===== src/rtl/phase_step_sweep_controller_if.sv =====
// Bus between the sweep controller and its system-control / tone-generator neighbours.
// start is a one-cycle request, accepted only while the controller is idle; there is no ready.
interface phase_step_sweep_controller_if #(
  parameter int PHASE_WIDTH = 32,
  parameter int DWELL_WIDTH = 32,
  parameter int INDEX_WIDTH = 16
);
  logic                   start;
  logic                   abort;
  logic [PHASE_WIDTH-1:0] start_step;
  logic [PHASE_WIDTH-1:0] stop_step;
  logic [PHASE_WIDTH-1:0] step_increment;
  logic [DWELL_WIDTH-1:0] dwell_cycles;
  logic [PHASE_WIDTH-1:0] phase_step;
  logic                   busy;
  logic                   done;
  logic [INDEX_WIDTH-1:0] step_index;
  logic [1:0]             state;

  modport master (
    output start, abort, start_step, stop_step, step_increment, dwell_cycles,
    input  phase_step, busy, done, step_index, state
  );

  modport slave (
    input  start, abort, start_step, stop_step, step_increment, dwell_cycles,
    output phase_step, busy, done, step_index, state
  );
endinterface


===== src/rtl/phase_step_sweep_controller.sv =====
// Linear phase_step sweep engine feeding sine_wave_generator_quarter.
// Optional PHASE_STEP_SWEEP_CONTINUOUS_EN: restart the sweep at its end instead of stopping.
module phase_step_sweep_controller #(
  parameter int PHASE_WIDTH = 32,
  parameter int DWELL_WIDTH = 32,
  parameter int INDEX_WIDTH = 16
) (
  input logic                        clock,
  input logic                        reset_n,
  phase_step_sweep_controller_if.slave bus
);
  typedef enum logic [1:0] {
    IDLE    = 2'd0,
    DWELL   = 2'd1,
    ADVANCE = 2'd2
  } state_t;

  state_t                 state_q;
  logic [PHASE_WIDTH-1:0] phase_q;
  logic                   busy_q;
  logic                   done_q;
  logic [INDEX_WIDTH-1:0] index_q;
  logic [DWELL_WIDTH-1:0] count_q;
  logic [PHASE_WIDTH-1:0] start_l;
  logic [PHASE_WIDTH-1:0] stop_l;
  logic [PHASE_WIDTH-1:0] inc_l;
  logic [DWELL_WIDTH-1:0] dwell_l;

  logic [PHASE_WIDTH:0]   next_wide;
  logic                   sweep_end;
  logic [DWELL_WIDTH-1:0] dwell_reload;
  logic [DWELL_WIDTH-1:0] start_reload;
  logic [INDEX_WIDTH-1:0] index_inc;

  // The extra carry bit means an overflowing step always lands above stop_l;
  // a sweep that started above stop_l also ends here since next > phase > stop.
  always_comb begin
    next_wide    = {1'b0, phase_q} + {1'b0, inc_l};
    sweep_end    = (inc_l == '0) || (next_wide > {1'b0, stop_l});
    dwell_reload = (dwell_l == '0) ? '0 : dwell_l - 1'b1;
    start_reload = (bus.dwell_cycles == '0) ? '0 : bus.dwell_cycles - 1'b1;
    index_inc    = (&index_q) ? index_q : index_q + 1'b1;
  end

  // count_q holds the dwell cycles remaining after the current one; ADVANCE is
  // the last dwell cycle of each value, so evaluation costs no extra cycle.
  always_ff @(posedge clock or negedge reset_n) begin
    if (!reset_n) begin
      state_q <= IDLE;
      phase_q <= '0;
      busy_q  <= 1'b0;
      done_q  <= 1'b0;
      index_q <= '0;
      count_q <= '0;
      start_l <= '0;
      stop_l  <= '0;
      inc_l   <= '0;
      dwell_l <= '0;
    end else begin
      done_q <= 1'b0;
      if (state_q != IDLE && bus.abort) begin
        state_q <= IDLE;
        phase_q <= '0;
        busy_q  <= 1'b0;
      end else begin
        case (state_q)
          IDLE: begin
            phase_q <= '0;
            if (bus.start && !bus.abort) begin
              start_l <= bus.start_step;
              stop_l  <= bus.stop_step;
              inc_l   <= bus.step_increment;
              dwell_l <= bus.dwell_cycles;
              phase_q <= bus.start_step;
              busy_q  <= 1'b1;
              index_q <= '0;
              count_q <= start_reload;
              state_q <= (start_reload == '0) ? ADVANCE : DWELL;
            end
          end
          DWELL: begin
            count_q <= count_q - 1'b1;
            if (count_q == DWELL_WIDTH'(1)) state_q <= ADVANCE;
          end
          ADVANCE: begin
            if (!sweep_end) begin
              phase_q <= next_wide[PHASE_WIDTH-1:0];
              index_q <= index_inc;
              count_q <= dwell_reload;
              state_q <= (dwell_reload == '0) ? ADVANCE : DWELL;
            end else begin
              done_q <= 1'b1;
`ifdef PHASE_STEP_SWEEP_CONTINUOUS_EN
              phase_q <= start_l;
              index_q <= '0;
              count_q <= dwell_reload;
              state_q <= (dwell_reload == '0) ? ADVANCE : DWELL;
`else
              phase_q <= '0;
              busy_q  <= 1'b0;
              state_q <= IDLE;
`endif
            end
          end
          default: state_q <= IDLE;
        endcase
      end
    end
  end

  assign bus.phase_step = phase_q;
  assign bus.busy       = busy_q;
  assign bus.done       = done_q;
  assign bus.step_index = index_q;
  assign bus.state      = state_q;
endmodule


===== src/flat_wrapper.sv =====
// flat-port wrapper written by rule: the top's interface ports become plain ports
module phase_step_sweep_controller_flat 
#(
  parameter int PHASE_WIDTH = 32,
  parameter int DWELL_WIDTH = 32,
  parameter int INDEX_WIDTH = 16
)
  (clock, reset_n, bus_start, bus_abort, bus_start_step, bus_stop_step, bus_step_increment, bus_dwell_cycles, bus_phase_step, bus_busy, bus_done, bus_step_index, bus_state);
  phase_step_sweep_controller_if #(.PHASE_WIDTH(PHASE_WIDTH), .DWELL_WIDTH(DWELL_WIDTH), .INDEX_WIDTH(INDEX_WIDTH)) bus_i ();
  input logic clock;
  input logic reset_n;
  input wire logic [$bits(bus_i.start)-1:0] bus_start;
  input wire logic [$bits(bus_i.abort)-1:0] bus_abort;
  input wire logic [$bits(bus_i.start_step)-1:0] bus_start_step;
  input wire logic [$bits(bus_i.stop_step)-1:0] bus_stop_step;
  input wire logic [$bits(bus_i.step_increment)-1:0] bus_step_increment;
  input wire logic [$bits(bus_i.dwell_cycles)-1:0] bus_dwell_cycles;
  output wire logic [$bits(bus_i.phase_step)-1:0] bus_phase_step;
  output wire logic [$bits(bus_i.busy)-1:0] bus_busy;
  output wire logic [$bits(bus_i.done)-1:0] bus_done;
  output wire logic [$bits(bus_i.step_index)-1:0] bus_step_index;
  output wire logic [$bits(bus_i.state)-1:0] bus_state;
  assign bus_i.start = bus_start;
  assign bus_i.abort = bus_abort;
  assign bus_i.start_step = bus_start_step;
  assign bus_i.stop_step = bus_stop_step;
  assign bus_i.step_increment = bus_step_increment;
  assign bus_i.dwell_cycles = bus_dwell_cycles;
  assign bus_phase_step = bus_i.phase_step;
  assign bus_busy = bus_i.busy;
  assign bus_done = bus_i.done;
  assign bus_step_index = bus_i.step_index;
  assign bus_state = bus_i.state;
  phase_step_sweep_controller #(.PHASE_WIDTH(PHASE_WIDTH), .DWELL_WIDTH(DWELL_WIDTH), .INDEX_WIDTH(INDEX_WIDTH)) u_core (.clock(clock), .reset_n(reset_n), .bus(bus_i));
endmodule

===== config.mk =====
export PLATFORM = sky130hd
export DESIGN_NAME = phase_step_sweep_controller_flat
export DESIGN_NICKNAME = d
export VERILOG_FILES = /design/src/rtl/phase_step_sweep_controller_if.sv /design/src/rtl/phase_step_sweep_controller.sv /design/src/flat_wrapper.sv
export SDC_FILE = /design/constraint.sdc
export NUM_CORES = 1
export LEC_CHECK = 0
export ABC_AREA = 1
export CAP_MARGIN = 20
export CELL_PAD_IN_SITES_DETAIL_PLACEMENT = 0
export CELL_PAD_IN_SITES_GLOBAL_PLACEMENT = 1
export CORE_MARGIN = 4
export CORE_UTILIZATION = 30
export CTS_BUF_LIST = sky130_fd_sc_hd__clkbuf_4
export CTS_CLUSTER_SIZE = 25
export DETAILED_ROUTE_END_ITERATION = 7
export PLACE_DENSITY_LB_ADDON = 0.1
export SETUP_SLACK_MARGIN = 0.3
export SKIP_LAST_GASP = 1
export SLEW_MARGIN = 20
export SYNTH_ARGS = -nofsm -noshare
export SYNTH_HDL_FRONTEND = slang
export SYNTH_SLANG_ARGS = --single-unit

===== constraint.sdc =====
create_clock -name clock -period 4.5 [get_ports clock]
set_input_delay 0.675 -clock clock [delete_from_list [all_inputs] [get_ports clock]]
set_output_delay 0.675 -clock clock [all_outputs]
set_load 0.02 [all_outputs]

==> results.sh, run 1 <==
export IMPL_post_synth_top_area_cell="dfrtp_1"
export IMPL_crit_type="reg -> reg"
export IMPL_grt_start_max_net_pins=103
export IMPL_actual_slew_at_the_worst_max_slew_pin_ns=0.956
export IMPL_achievable_frequency_mhz=252
export IMPL_first_pass_iters=6
export IMPL_initial_utilization_pct=30.5
export IMPL_final_layout_size_suffix_gt1_share_pct=11.7
export IMPL_leakagePower_nw=7.93
export IMPL_worstHoldStart="bus_stop_step[26]"
export IMPL_port_buffers=183
export IMPL_power_combinational_fraction_pct=69.8
export IMPL_power_density_cell_area_mw_per_mm2=760
export IMPL_critical_path_required_ns=5.20
export IMPL_synth_fp_nets=2240
export IMPL_cts_root_buf="clkbuf_4"
export IMPL_final_area_mm2=0.0175
export IMPL_fillers=4918
export IMPL_synthFlopType="dfrtp_1"
export IMPL_cts_path_max_buffers=2
export IMPL_routedWlPerCell_um=19.1
export IMPL_design_core_area_mm2=0.0457
export IMPL_rows=78
export IMPL_hold_path_endpoint="u_core.stop_l[26]"
export IMPL_slew_violations=0
export IMPL_ant_nets=0
export IMPL_worstPathArrival_ns=4.67
export IMPL_min_path_cells=3
export IMPL_final_core_utilization_pct=38.4
export IMPL_tns_ns=0
export IMPL_maximum_level_of_the_cts_h_tree=4
export IMPL_fp_dieW_um=223
export IMPL_finish_net_count=2433
export IMPL_post_synth_num_cell_types=54
export IMPL_worst_reg2reg_path_depth=23
export IMPL_detailedPlacementHpwl_um=42800
export IMPL_skew_ns=0.0272
export IMPL_timing_slew_headroom_pct=35.3
export IMPL_commonest_non_fill_non_tap_cell_in_the_layout="nand2_1"
export IMPL_setup_reg_to_reg_worst_slack_ns=0.53
export IMPL_drv_cap=0
export IMPL_fin_crit_ns=3.97
export IMPL_critical_path_top_cell_by_count="nand2_1"
export IMPL_tritoncts_clock_tree="built"
export IMPL_count_of_flip_flops_with_a_built_in_enable_after_synthesis=0
export IMPL_netlist_area_leader_share_pct=32.3
export IMPL_antenna_found_initial=6
export IMPL_cts_clock_pin_slew_for_the_worst_setup_and_hold_paths_ns=0.16
export IMPL_pwr_share_seq_pct=22.8
export IMPL_design_portCount=184
export IMPL_grt_overflow_total=0
export IMPL_totalWireLength_um=54400
export IMPL_placed_cell_area_mm2=0.0165
export IMPL_setup_slack_ns=0.532
export IMPL_routed_via_density=4.99
export IMPL_syn_instance_count=2032
export IMPL_worst_setup_path_start_kind="flop"
export IMPL_cellInternalPower_mw=6.21
export IMPL_synth_area_top_cells="dfrtp_1 32%, nand2_1 11%, nor2_1 8.4%"
export IMPL_gp_congestion=0.871
export IMPL_cpPeakStageDelay_ns=0.45
export IMPL_worst_setup_path_end_kind="flop"
export IMPL_async_flop_share_pct=100
export IMPL_run_status="completed"
export IMPL_synth_area_per_cell_um2=6.85
export IMPL_placement_setup_worst_slack_ns=0.176
export IMPL_clkPwrFrac_pct=7.5
export IMPL_seq_cells_post_synth=180
export IMPL_yosysSeqAreaShare_pct=32.3
export IMPL_vias=14200
export IMPL_timing_final_hold_violations=0
export IMPL_layout_cells_most_common_list="403 x nand2_1, 308 x nor2_1, 206 x inv_1"
export IMPL_cts_sinks=180
export IMPL_tritoncts_num_buffers=17
export IMPL_grtUsageTotal_pct=21.3
export IMPL_dieArea_mm2=0.0499
export IMPL_timing_critical_path_slowest_stage_cell="dfrtp_1"
export IMPL_insertion_delay_ns=0.77
export IMPL_crit_path_cell_trace="ha_1 -> nand2_1 -> nor2_1 -> a21oi_2 -> nand2_8 -> a21oi_4 -> xnor2_2 -> ha_1 -> nand4_1 -> a21oi_2 -> nor2_1 -> nand2_1 -> nand2_1 -> nand2_1 -> nand2_1 -> nand2_1 -> nand2_2 -> nand2_4 -> nand2_8 -> nand3_4 -> clkbuf_16 -> nand2_1 -> o21ai_1"
export IMPL_timing_rr_start="u_core.bus.phase_step[14]"
export IMPL_area_growth_synth_to_final_pct=26.0
export IMPL_post_synth_design_cell_area_mm2=0.0139
export IMPL_worstPathMaxFanout=6
export IMPL_die_height_um=223
export IMPL_yosysWarnings=0
export IMPL_first_pass_grt_wire_length_um=82800
export IMPL_timing_final_crit_share_pct=88.2
export IMPL_rsz0062_at_grt="true"
export IMPL_power_share_switching_pct=53.5
export IMPL_first_global_vias=14100
export IMPL_worst_min_delay_path_category="in -> reg"
export IMPL_initialDrtViolationCount=998
export IMPL_timing_rr_end="u_core.count_q[20]"
export IMPL_remaining_drc_errors=0
export IMPL_finalSetupViolations=0
export IMPL_switchingPower_mw=7.14
export IMPL_irDropWorstVdd_uv=445
[cell type report]
class / instances / area (um2) / area share [%]
Multi-Input combinational cell: 1580 / 8820 / 50.3
Clock buffer: 19 / 143 / 0.813
Timing Repair Buffer: 234 / 2390 / 13.6
Antenna cell: 3 / 7.51 / 0.0428
Tap cell: 600 / 751 / 4.28
Clock inverter: 13 / 134 / 0.763
Sequential cell: 180 / 4510 / 25.7
Inverter: 212 / 797 / 4.54
[critical path, delay by kind of cell, from the launching register on]
family / cells / cell delay (ns)
compound gates: 4 / 0.52
simple gates: 15 / 1.79
buf+inv: 1 / 0.20
xor+xnor: 1 / 0.16
fa+ha+maj: 2 / 0.75
flops: 1 / 0.45
[cells by family (layout without fill, tap and decap cells)]
logic type / Yosys count / in the layout / synth area share, %
AND/OR/NAND/NOR: 1039 / 1040 / 32.6
AO/OA/AOI/OAI: 382 / 382 / 14.7
buffers and inverters: 273 / 478 / 7.76
flip-flops: 180 / 180 / 32.3
adder cells (fa/ha/maj): 76 / 76 / 6.88
XOR/XNOR: 50 / 50 / 3.14
multiplexers: 32 / 32 / 2.59
other: 0 / 3 / 0
[how the worst max path moves through the flow]
stage / startpoint / end / slack [ns] / cells past startpoint
after floorplan: u_core.bus.phase_step[0] / u_core.bus.step_index[8] / 0.86 / 30
after global placement: u_core.bus.phase_step[15] / u_core.bus.phase_step[20] / 0.17 / 22
after detailed placement: u_core.bus.phase_step[0] / u_core.bus.phase_step[20] / 0.18 / 27
after CTS: u_core.bus.phase_step[0] / u_core.count_q[16] / 0.32 / 28
after global routing: u_core.inc_l[19] / u_core.count_q[20] / 0.23 / 23
final: u_core.bus.phase_step[14] / u_core.count_q[20] / 0.53 / 23
[cell usage after synthesis, types with 17 or more instances]
cell type and number:
nand3_1 169, mux2_2 32, dfrtp_1 180, o21ai_0 110
nor4_1 17, inv_1 209, ha_1 75, nand2_1 420
xor2_1 38, nor2_1 312, o21ai_1 39, clkbuf_1 42
nand4_1 33, nor3_1 24, a21oi_1 180
[what timing repair did]
item,in CTS,in global routing
setup endpoints to repair,81,83
gates cloned,0,8
resized for setup,7,101
hold buffers,1,0
endpoints found under the hold margin,86,0
buffers inserted,0,15
pin swaps,0,26
[metal layers]
| layer | wire (um) | global-route usage, % | vias to the layer above |
|---|---|---|---|
| met2 | 26200 | 35.0 | 291 |
| li1 | - | - | 7142 |
| met5 | 35 | 0 | - |
| met4 | 1150 | 5.75 | 6 |
| met3 | 1950 | 4.12 | 64 |
| met1 | 25000 | 28.6 | 6686 |
[sequential cells by signal, summed over array words and instances (netlist names)]
register and cells:
u_core.bus.busy 1, u_core.dwell_l 32, u_core.stop_l 32, u_core.inc_l 32, u_core.bus.phase_step 32, u_core.count_q 32, u_core.bus.state 2, u_core.bus.step_index 16
u_core.bus.done 1
[power groups by stage]
stage / clock (mW) / combinational (mW) / sequential [mW]
5_1_grt: 1.11 / 10.4 / 3.13
3_3_place_gp: 0 / 8.15 / 3.05
2_1_floorplan: 0 / 5.35 / 2.96
6_report: 0.999 / 9.31 / 3.04
3_5_place_dp: 0 / 8.17 / 3.05
4_1_cts: 1.05 / 8.26 / 3.01
[through the flow]
step	power (mW)	instances	hold slack, ns
6_report	13.3	2841	0.468
5_1_grt	14.6	2840	0.387
4_1_cts	12.3	2815	0.356
3_5_place_dp	11.2	2782	0.477
3_3_place_gp	11.2	2782	0.468
2_1_floorplan	8.30	2032	0.379
(Power assumes the default switching activity.)
==> run 2: changes to the inputs <==
- CORE_UTILIZATION: 30 -> 40
==> run 2 against run 1 <==
  * Sequential share of layout area up 0.70 points
  * Core utilization is 11 points higher
  * Routed wire length decreased by 8.7%
  * Non-clock buffer count down 6
  * Final cell count shrank 5.3%
  * Register-to-register slack worse by 0.02 ns
  * Sequential cell count unchanged
  * Combinational power decreased by 4.3%
  * Clock skew is 0.0039 ns higher
  * Count of clock-buffer cells in the layout is 1 lower
==> results.sh, run 2 (same netlist as run 1, synthesis figures left out) <==
export IMPL_die_height_um=195
export IMPL_worst_reg2reg_path_depth=23
export IMPL_worstPathMaxFanout=9
export IMPL_remaining_drc_errors=0
export IMPL_crit_type="reg -> reg"
export IMPL_cts_sinks=180
export IMPL_irDropWorstVdd_uv=399
export IMPL_totalWireLength_um=49600
export IMPL_grt_start_max_net_pins=114
export IMPL_cellInternalPower_mw=5.97
export IMPL_dieArea_mm2=0.0379
export IMPL_area_growth_synth_to_final_pct=22.7
export IMPL_timing_critical_path_slowest_stage_cell="dfrtp_1"
export IMPL_initialDrtViolationCount=893
export IMPL_maximum_level_of_the_cts_h_tree=4
export IMPL_power_share_switching_pct=53.4
export IMPL_tritoncts_clock_tree="built"
export IMPL_drv_cap=0
export IMPL_setup_reg_to_reg_worst_slack_ns=0.51
export IMPL_first_pass_grt_wire_length_um=77300
export IMPL_gp_congestion=0.938
export IMPL_cts_root_buf="clkbuf_4"
export IMPL_port_buffers=183
export IMPL_grtUsageTotal_pct=25.4
export IMPL_rsz0062_at_grt="true"
export IMPL_power_density_cell_area_mw_per_mm2=751
export IMPL_finish_net_count=2427
export IMPL_vias=14300
export IMPL_timing_rr_end="u_core.count_q[15]"
export IMPL_antenna_found_initial=4
export IMPL_worst_min_delay_path_category="in -> async"
export IMPL_finalSetupViolations=0
export IMPL_crit_path_cell_trace="ha_2 -> nand2_1 -> nor4_1 -> buf_4 -> nand3_1 -> nand3_2 -> nand2_1 -> nand2_1 -> xor2_1 -> ha_1 -> a21oi_1 -> nor2_1 -> a211oi_2 -> nand2_1 -> nand2_1 -> nand2_1 -> nand2_2 -> nand2_4 -> nand2_8 -> nand3_4 -> buf_4 -> nand2_1 -> o21ai_1"
export IMPL_insertion_delay_ns=0.65
export IMPL_fillers=3559
export IMPL_detailedPlacementHpwl_um=39500
export IMPL_grt_overflow_total=0
export IMPL_initial_utilization_pct=40.4
export IMPL_cpPeakStageDelay_ns=0.45
export IMPL_worstPathArrival_ns=4.51
export IMPL_timing_final_crit_share_pct=88.6
export IMPL_tns_ns=0
export IMPL_cts_path_max_buffers=2
export IMPL_fin_crit_ns=3.99
export IMPL_cts_clock_pin_slew_for_the_worst_setup_and_hold_paths_ns=0.17
export IMPL_critical_path_required_ns=5.02
export IMPL_skew_ns=0.0311
export IMPL_pwr_share_seq_pct=23.3
export IMPL_routedWlPerCell_um=18.4
export IMPL_first_global_vias=13800
export IMPL_worst_setup_path_start_kind="flop"
export IMPL_clkPwrFrac_pct=7.3
export IMPL_timing_final_hold_violations=0
export IMPL_worst_setup_path_end_kind="flop"
export IMPL_multiInputGateArea_mm2=0.00863
export IMPL_totalPowerFinal_mw=12.8
export IMPL_timing_slew_headroom_pct=30.4
export IMPL_commonest_non_fill_non_tap_cell_in_the_layout="nand2_1"
export IMPL_rows=68
export IMPL_design_core_area_mm2=0.0345
export IMPL_first_pass_iters=6
export IMPL_achievable_frequency_mhz=251
export IMPL_ant_nets=0
export IMPL_fp_dieW_um=195
export IMPL_leakagePower_nw=7.86
export IMPL_design_portCount=184
export IMPL_switchingPower_mw=6.85
export IMPL_power_combinational_fraction_pct=69.4
export IMPL_layout_cells_most_common_list="415 x nand2_1, 309 x nor2_1, 207 x inv_1"
export IMPL_run_status="completed"
export IMPL_routed_via_density=5.30
export IMPL_slew_violations=0
export IMPL_tritoncts_num_buffers=17
export IMPL_timing_rr_start="u_core.bus.phase_step[20]"
export IMPL_register_cell_area_after_layout_mm2=0.00450
export IMPL_actual_slew_at_the_worst_max_slew_pin_ns=1.04
export IMPL_critical_path_top_cell_by_count="nand2_1"
export IMPL_final_layout_size_suffix_gt1_share_pct=9.90
## run 2: worst max-delay path by stage
stage | from | end | slack [ns] | cells after the start
after floorplan | u_core.bus.phase_step[0] | u_core.bus.step_index[8] | 0.86 | 30
final | u_core.bus.phase_step[20] | u_core.count_q[15] | 0.51 | 23
after global placement | u_core.bus.phase_step[9] | u_core.bus.phase_step[24] | 0.17 | 25
after global routing | u_core.bus.phase_step[0] | u_core.count_q[24] | 0.27 | 30
after detailed placement | u_core.bus.phase_step[0] | u_core.bus.phase_step[30] | 0.14 | 29
after CTS | u_core.inc_l[0] | u_core.bus.phase_step[17] | 0.30 | 29
## run 2: power groups by stage
stage	logic, mW	clock network (mW)	registers [mW]
CTS	8.34	0.979	2.98
detailed placement	7.93	0	3.01
global route	9.88	1.03	3.09
finish	8.91	0.934	2.99
floorplan	5.35	0	2.96
global placement	7.94	0	3.00
## run 2: worst max-delay path, delay by kind of cell, from the launching register on
family	cells	cell delay (ns)
XOR/XNOR	1	0.23
flip-flops	1	0.45
AND/OR/NAND/NOR	15	1.72
AO/OA/AOI/OAI	3	0.37
buffers and inverters	2	0.40
adder cells (fa/ha/maj)	2	0.69
## run 2: timing repair
action | in CTS | in global routing
resized for setup | 10 | 58
setup buffers | 3 | 10
gates cloned | 1 | 4
endpoints found under the hold margin | 0 | 30
pin swaps | 0 | 8
hold buffers | 0 | 1
setup endpoints to repair | 80 | 83
## run 2: area by class of cell
type                       count  area share [%]
clock inverter                14           0.740
sequential                   180            26.4
clock buffer                  18           0.791
tap                          455            3.33
antenna                        3          0.0440
timing repair buffer         228            13.5
inverter                     212            4.70
multi-input combinational   1580            50.5
## run 2: stage by stage
step                      utilization, %  cell area, um2  worst slack [ns]  hold WS, ns  instances
after floorplan                        -           13900             0.857        0.379       2032
after detailed placement            47.3           16300             0.141        0.468       2635
after global routing                49.6           17100             0.271        0.425       2689
final                               49.6           17100             0.514        0.455       2690
after CTS                           48.4           16700             0.303       0.0999       2671
after global placement              47.3           16300             0.167        0.458       2635
## run 2: layer usage
layer / share of wire [%] / global-route usage, % / wire [um]
met1: 45 / 34.0 / 22200
met2: 48 / 42.1 / 23600
met3: 4.0 / 3.99 / 2000
met4: 3.6 / 8.72 / 1790
met5: 0.010 / 0 / 5
==> run 3: changes to the inputs <==
- GPL_TIMING_DRIVEN: not set -> 0
- HOLD_SLACK_MARGIN: not set -> 0.15
- PLACE_DENSITY: not set -> 0.84
- PLACE_DENSITY_LB_ADDON: 0.1 -> not set
==> run 3 against run 2 <==
  * Combinational power up 12%
  * Routed wire length up 7.2%
  * Count of clock-buffer cells in the layout up 2
  * First-iteration DRC count down 13%
  * Die area unchanged
  * Largest cell class unchanged
==> results.sh, run 3 (same netlist as run 1, synthesis figures left out) <==
export IMPL_wire_length_on_met3_um=2760
export IMPL_cts_root_buf="clkbuf_4"
export IMPL_gp_congestion=0.979
export IMPL_first_global_vias=14500
export IMPL_crit_path_cell_trace="ha_1 -> nand2_1 -> inv_1 -> a21oi_1 -> a21boi_1 -> o21bai_2 -> a21oi_1 -> xnor2_1 -> ha_1 -> nand3_1 -> nor2_2 -> nand2_1 -> nand2_1 -> nand2_1 -> nand2_1 -> nand2_1 -> nand2_1 -> nand2_2 -> nand2_4 -> clkinvlp_4 -> buf_12 -> buf_12 -> nand3_1 -> a21oi_2"
export IMPL_initialDrtViolationCount=774
export IMPL_final_cell_count_no_fill=2739
export IMPL_placement_setup_worst_slack_ns=-0.391
export IMPL_tritoncts_num_buffers=17
export IMPL_rows=68
export IMPL_design_core_area_mm2=0.0345
export IMPL_insertion_delay_ns=0.66
export IMPL_detailedPlacementHpwl_um=43300
export IMPL_fillers=3548
export IMPL_final_layout_size_suffix_gt1_share_pct=12.4
export IMPL_first_pass_grt_wire_length_um=81800
export IMPL_cts_clock_pin_slew_for_the_worst_setup_and_hold_paths_ns=0.15
export IMPL_timing_final_hold_violations=0
export IMPL_die_height_um=195
export IMPL_achievable_frequency_mhz=239
export IMPL_dr_wl_met2_um=25500
export IMPL_routed_via_density=5.33
export IMPL_grtUsageTotal_pct=27.4
export IMPL_leakagePower_nw=8.08
export IMPL_routedWlPerCell_um=19.4
export IMPL_skew_ns=0.0229
export IMPL_area_growth_synth_to_final_pct=27.0
export IMPL_initial_utilization_pct=40.4
export IMPL_commonest_non_fill_non_tap_cell_in_the_layout="nand2_1"
export IMPL_timing_critical_path_buf_inv=4
export IMPL_actual_slew_at_the_worst_max_slew_pin_ns=1.01
export IMPL_placed_cell_area_mm2=0.0164
export IMPL_finalSetupViolations=0
export IMPL_cpLargestDelayFamily="simple AND/OR/NAND/NOR gates"
export IMPL_design_portCount=184
export IMPL_layout_cells_most_common_list="395 x nand2_1, 308 x nor2_1, 206 x inv_1"
export IMPL_maximum_level_of_the_cts_h_tree=4
export IMPL_worst_setup_path_end_kind="flop"
export IMPL_timing_slew_headroom_pct=32.6
export IMPL_grt_start_max_net_pins=88
export IMPL_tritoncts_clock_tree="built"
export IMPL_worst_min_delay_path_category="in -> async"
export IMPL_timing_final_crit_share_pct=93.0
export IMPL_first_pass_iters=7
export IMPL_vias=14600
export IMPL_critical_path_top_cell_by_count="nand2_1"
export IMPL_slew_violations=0
export IMPL_setup_slack_ns=0.313
export IMPL_power_density_cell_area_mw_per_mm2=796
export IMPL_antenna_found_initial=5
export IMPL_fp_dieW_um=195
export IMPL_cts_path_max_buffers=2
export IMPL_cts_sinks=180
export IMPL_m1WireLength_um=23200
export IMPL_cpPeakStageDelay_ns=0.54
export IMPL_finish_net_count=2477
export IMPL_maxUsedRoutingLayer="met5"
export IMPL_port_buffers=183
export IMPL_worstPathArrival_ns=4.78
export IMPL_run_status="completed"
export IMPL_worstPathMaxFanout=7
export IMPL_ant_nets=0
export IMPL_critical_path_required_ns=5.09
export IMPL_fin_crit_ns=4.19
export IMPL_placed_cells=2672
export IMPL_dieArea_mm2=0.0379
export IMPL_irDropWorstVdd_uv=411
export IMPL_final_area_mm2=0.0177
export IMPL_drv_cap=0
export IMPL_remaining_drc_errors=0
export IMPL_rsz0062_at_grt="true"
export IMPL_grt_overflow_total=0
export IMPL_totalWireLength_um=53200
export IMPL_timing_critical_path_slowest_stage_cell="xnor2_1"
export IMPL_worst_setup_path_start_kind="flop"
export IMPL_crit_type="reg -> reg"
export IMPL_worst_hold_slack_ns=0.397
run 3: changes by cell type in the layout (fill, tap and decap cells not counted), moves of 6 or more:
cell and delta:
a21oi_2 +18, o21ai_2 +10, nand3_1 -7, buf_6 +9
clkbuf_1 +42, nand2_4 +8, a21oi_1 -17, buf_4 -9
nand2_1 -20, nand2_2 +13, buf_8 +6
run 3: metrics by stage:
step,util (%),total power [mW],TNS [ns]
floorplan,-,8.30,0
global placement,47.4,11.0,-917.43
detailed placement,47.6,11.1,-10.28
CTS,49.2,12.8,0
global route,51.3,15.3,0
finish,51.3,14.1,0
run 3: final cells by class:
cell class	count	area, um2	share of cell area (%)
Antenna cell	2	5.00	0.0283
Sequential cell	180	4500	25.5
Multi-Input combinational cell	1580	8910	50.4
Clock buffer	20	150	0.849
Timing Repair Buffer	217	2230	12.6
Tap cell	455	569	3.22
Clock inverter	12	156	0.884
Inverter	212	801	4.53
Buffer	61	369	2.09
run 3: per-layer routing:
metal / global-route usage, % / vias to the layer above
met3: 4.71 / 90
met1: 36.1 / 6903
met4: 8.65 / 6
met5: 0 / -
met2: 46.0 / 403
li1: - / 7210
run 3: worst register-to-register path, delay by kind of cell (launching register included):
family | cells | cell delay (ns)
AND/OR/NAND/NOR | 12 | 1.02
flip-flops | 1 | 0.45
XOR/XNOR | 1 | 0.54
adder cells (fa/ha/maj) | 2 | 0.77
buffers and inverters | 4 | 0.51
AO/OA/AOI/OAI | 5 | 0.84
run 3: final timing paths:
path	startpoint	endpoint	slack [ns]	depth (start not counted)
min reg2reg	u_core.bus.busy	u_core.bus.busy	0.51	2
min in group clock	u_core.bus.busy	u_core.bus.busy	0.51	2
max	u_core.bus.phase_step[7]	u_core.bus.phase_step[11]	0.31	24
max in group asynchronous	reset_n	u_core.inc_l[31]	3.42	3
min	reset_n	u_core.count_q[21]	0.40	2
max reg2reg	u_core.bus.phase_step[7]	u_core.bus.phase_step[11]	0.31	24
run 3: repair_timing:
item / in CTS / in global routing
endpoints found under the setup margin: 82 / 82
cloned: 1 / 4
hold endpoints to repair: 180 / 0
pin swaps: 6 / 28
setup buffers: 8 / 19
gates resized for setup: 30 / 142
hold buffers: 1 / 0
run 3: where the power goes:
group | internal (mW) | switching, mW | total [mW]
Combinational | 3.91 | 6.14 | 10.0
Clock | 0.405 | 0.623 | 1.03
Sequential | 2.30 | 0.707 | 3.01
Total | 6.62 | 7.47 | 14.1
==> patch 1, RTL diff (config.mk and constraints of run 3) <==
`PHASE_WIDTH` is set to 32 in 3 places; all go to 16.
--- a/src/rtl/phase_step_sweep_controller_if.sv
+++ b/src/rtl/phase_step_sweep_controller_if.sv
@@ -1,7 +1,7 @@
 // Bus between the sweep controller and its system-control / tone-generator neighbours.
 // start is a one-cycle request, accepted only while the controller is idle; there is no ready.
 interface phase_step_sweep_controller_if #(
-  parameter int PHASE_WIDTH = 32,
+  parameter int PHASE_WIDTH = 16,
   parameter int DWELL_WIDTH = 32,
   parameter int INDEX_WIDTH = 16
 );
--- a/src/rtl/phase_step_sweep_controller.sv
+++ b/src/rtl/phase_step_sweep_controller.sv
@@ -1,7 +1,7 @@
 // Linear phase_step sweep engine feeding sine_wave_generator_quarter.
 // Optional PHASE_STEP_SWEEP_CONTINUOUS_EN: restart the sweep at its end instead of stopping.
 module phase_step_sweep_controller #(
-  parameter int PHASE_WIDTH = 32,
+  parameter int PHASE_WIDTH = 16,
   parameter int DWELL_WIDTH = 32,
   parameter int INDEX_WIDTH = 16
 ) (
--- a/src/flat_wrapper.sv
+++ b/src/flat_wrapper.sv
@@ -1,7 +1,7 @@
 // flat-port wrapper written by rule: the top's interface ports become plain ports
 module phase_step_sweep_controller_flat 
 #(
-  parameter int PHASE_WIDTH = 32,
+  parameter int PHASE_WIDTH = 16,
   parameter int DWELL_WIDTH = 32,
   parameter int INDEX_WIDTH = 16
 )
Interface: changed (resized bus_phase_step, bus_start_step, bus_step_increment and bus_stop_step); port bits go from 184 to 120. No check against the original RTL was run, so the function may have changed too.
==> patch 1 against run 3 <==
  * Sequential power down 26%
  * Worst setup slack better by 0.25 ns
  * Global-route usage down 2.6 points
  * Hold slack better by 0.11 ns
  * Clock skew up 0.0094 ns
  * Die area down 22%
  * Routed wire length down 31%
  * Power down 37%
  * Final area down 28%
  * Sequential cell count down 48
  * Synthesized area down 23%
  * Largest power group unchanged
==> patch 1: results <==
[outcome]
status = complete, no violations

[logic_synthesis]
synthTopCellsByArea = dfrtp_1 (31%), nand2_1 (11%), nor2_1 (8.4%)
syn_nets = 1704
synth_common_cells = nand2_1 (323), nor2_1 (240), inv_1 (151), nand3_1 (139), dfrtp_1 (132)
synth_cell_types = 53
ys_warn_count = 0
ys_seq_area_share_pct = 31.0

[power]
p_leak_nw = 5.70
ir_drop_v = 0.000299
powerDensity_nw_per_um2 = 698

[global_route]
grt_max_degree = 95
grt_pass1_vias = 10500
track_usage_pct = 24.8
antenna_found_initial = 1
grt_pass1_wl_um = 57200

[timing]
skew_ns = 0.0323
max_slew.worst_pin.slew_ns = 0.672

[routing]
wl_um = 36900
drtPass1Iterations = 6
drtIter0Drc = 950
route.vias.total = 11100

[worst_hold_path]
hold_path.class = flop to flop

[critical_path]
crit_path_max_fanout = 10
slowest_stage = dfrtp_1
slowest_delay_ns = 0.43
cp.arrival_ns = 4.39

[clock_tree]
clkLatencyLatePin_ns = 0.58
cts_root_buf = clkbuf_4
htreeDepth = 4
cts_buffer_depth = 2

[finish]
fillers = 2696
drive_above_1_share_pct = 11.3
nNetsFinal = 1845

[place]
hpwl_um = 29600
port_buffers = 119
dpl_cell_area_um2 = 12300
place.gp.congestion = 0.988

[die]
die_w_um = 171
==> patch 1: cell types whose count changed in the layout (fill, tap and decap cells not counted), moves of 20 or more <==
cell,delta
o21ai_0,-20
nor2_1,-68
o21ai_1,-22
dfrtp_1,-48
inv_1,-55
nand2_1,-72
ha_1,-29
clkdlybuf4s50_1,-64
buf_4,-22
a21oi_1,-49
a21oi_2,-27
==> patch 1: worst paths after layout <==
kind / cells after the start / start / end / slack [ns]
worst min-delay path: 2 / u_core.count_q[3] / u_core.count_q[3] / 0.51
worst min register to register: 2 / u_core.count_q[3] / u_core.count_q[3] / 0.51
max in group asynchronous: 3 / reset_n / u_core.count_q[14] / 3.14
worst max-delay path: 24 / u_core.bus.phase_step[0] / u_core.count_q[13] / 0.56
worst max register to register: 24 / u_core.bus.phase_step[0] / u_core.count_q[13] / 0.56
min in group asynchronous: 2 / reset_n / u_core.bus.phase_step[9] / 0.54
==> patch 1: per-layer routing <==
layer  track usage (%)  up-vias  routed length (um)
li1                  -     5488                   -
met4              7.85        0                1030
met3              3.82       57                2230
met2              39.7      350               16600
met5                 0        -                   0
met1              34.6     5182               17100
==> patch 1: tightest hold or removal path: stages, from the launching register on <==
cell and delay (ns):
dfrtp_1 0.37, nand2_1 0.07, o21ai_2 0.05
==> patch 1: layout make-up <==
type                            count  area share (%)
Clock buffer                       21            1.24
Tap cell                          335            3.30
Multi-Input combinational cell   1229            51.3
Clock inverter                     11            1.58
Timing Repair Buffer              122            9.77
Buffer                             44            1.77
Inverter                          171            5.05
Sequential cell                   132            26.0
Antenna cell                        1          0.0197
==> patch 1: through the flow <==
stage                     setup slack [ns]  instances
final                                0.561       2066
after global routing                 0.307       2066
after CTS                            0.511       2064
after detailed placement             0.583       2031
after global placement               -2.79       2030
after floorplan                       1.05       1576
==> patch 1: kinds of logic after synthesis <==
group	Yosys count	share of synthesized area (%)
simple gates	857	35.9
compound gates	273	14.9
buf+inv	215	8.13
flops	132	31.0
fa+ha+maj	44	5.23
xor+xnor	39	3.20
mux	16	1.69
==> patch 1: where the power goes <==
group	leakage, nW	internal, mW	total, mW	switching, mW
clock	0.184	0.526	1.04	0.514
sequential	1.64	1.67	2.22	0.551
combinational	3.87	2.02	5.60	3.58
total	5.70	4.22	8.87	4.64
==> patch 1: what timing repair did <==
action,CTS,global route
buffers inserted,0,1
hold buffers,1,0
endpoints found under the setup margin,0,36
resized for setup,0,2
hold endpoints to repair,38,0
==> patch 2, RTL diff (flow settings as in run 3) <==
Made on the original files. Make the reset (`reset_n`) synchronous in one clocked block.
--- a/src/rtl/phase_step_sweep_controller.sv
+++ b/src/rtl/phase_step_sweep_controller.sv
@@ -44,7 +44,7 @@
 
   // count_q holds the dwell cycles remaining after the current one; ADVANCE is
   // the last dwell cycle of each value, so evaluation costs no extra cycle.
-  always_ff @(posedge clock or negedge reset_n) begin
+  always_ff @(posedge clock) begin
     if (!reset_n) begin
       state_q <= IDLE;
       phase_q <= '0;
Formal check against the unedited RTL: differs if reset_n is asserted again (counterexample within 4 cycles, from zero or initial values and one cycle with reset_n low); with reset_n held inactive, the same outputs for 4 cycles.
==> patch 2 against run 3 <==
  * Non-clock buffer count is 2 higher
  * Via count is 6.3% higher
  * Critical path type unchanged
  * Synthesized area down 3.6%
  * Worst setup slack gained 0.19 ns
  * Routed wire length increased by 2.6%
  * First-iteration DRC count is 58% higher
  * Global-route usage rose by 1.6 points
  * Power is 35% lower
  * Sequential cell count did not move
  * Sequential power shrank 18%
  * Final area decreased by 6.4%
  * Die area is 3.4% lower
==> patch 2: results <==
[timing]
max_slew.worst_pin.slew_ns = 1.02
skew_ns = 0.0290

[power]
p_leak_nw = 7.02
p_switching_mw = 4.77
power_frac_clock_pct = 11.4
ir_drop_v = 0.000268

[critical_path]
slowest_delay_ns = 0.40
crit_path_max_fanout = 10
rr_worst_depth = 32
r2r-start = u_core.bus.phase_step[0]
cp.arrival_ns = 4.57
slowest_stage = fa_2

[routing]
wl_per_cell_um = 19.2
wl_um = 54600

[global_route]
grt_max_degree = 17
antenna_found_initial = 2
grt_pass1_wl_um = 82300

[logic_synthesis]
ys.flop_type = dfxtp_1
ys_seq_area_share_pct = 26.8
synthTopCellsByArea = dfxtp_1 (27%), nand2_1 (12%), o21ai_0 (8.9%)
synth_xor_area_share_pct = 2.74
synth_cell_types = 51
synthAdderAreaFrac_pct = 7.23
synth_common_cells = nand2_1 (444), inv_1 (272), nor2_1 (272), o21ai_0 (238), a21oi_1 (196)

[outcome]
status = complete, no violations

[place]
dp.cells = 2796
dpl_cell_area_um2 = 15800
hpwl_um = 44700
place.gp.congestion = 0.979

[finish]
nNetsFinal = 2599
[patch 2: cell count changes in the layout (fill, tap and decap cells not counted), sizes merged, moves of 13 or more]
cell           run 3  this run
o21ai            151       247
nor2             334       286
nand4             34        47
nand2            428       454
inv              211       283
clkbuf            65        81
a31oi              5        41
buf               50        35
dfrtp            180         0
a21oi            181       196
dfxtp              0       180
nand3            175       136
mux2              32         0
[patch 2: worst max path at each step]
stage                                         from                   endpoint  slack (ns)
final                     u_core.bus.phase_step[0]          u_core.count_q[4]        0.50
after global placement    u_core.bus.phase_step[0]  u_core.bus.phase_step[29]       -0.05
after floorplan           u_core.bus.phase_step[0]         u_core.count_q[13]        0.80
after CTS                 u_core.bus.phase_step[0]         u_core.count_q[10]        0.30
after detailed placement  u_core.bus.phase_step[0]  u_core.bus.phase_step[29]       -0.06
after global routing               u_core.inc_l[0]          u_core.count_q[4]        0.25
[patch 2: layer usage]
metal  vias up  GRT usage [%]  routed length [um]
met5         -              0                   0
met4         0           8.95                1780
met3       105           3.67                3110
met2       579           51.6               26600
met1      7210           36.3               23100
li1       7642              -                   -
[patch 2: cell type report]
class | count | area (um^2) | area share [%]
clock buffer | 19 | 143 | 0.861
tap | 442 | 553 | 3.34
timing repair buffer | 200 | 1990 | 12.0
multi-input combinational | 1632 | 8640 | 52.2
inverter | 279 | 1060 | 6.40
sequential | 180 | 3610 | 21.8
clock inverter | 13 | 174 | 1.05
buffer | 80 | 385 | 2.33
antenna | 2 | 5.00 | 0.0302
[patch 2: what timing repair did]
action | CTS | global route
pin swaps | 1 | 10
gates cloned | 0 | 1
resized for setup | 10 | 67
setup endpoints to repair | 82 | 83
setup buffers | 4 | 12
hold endpoints to repair | 0 | 0
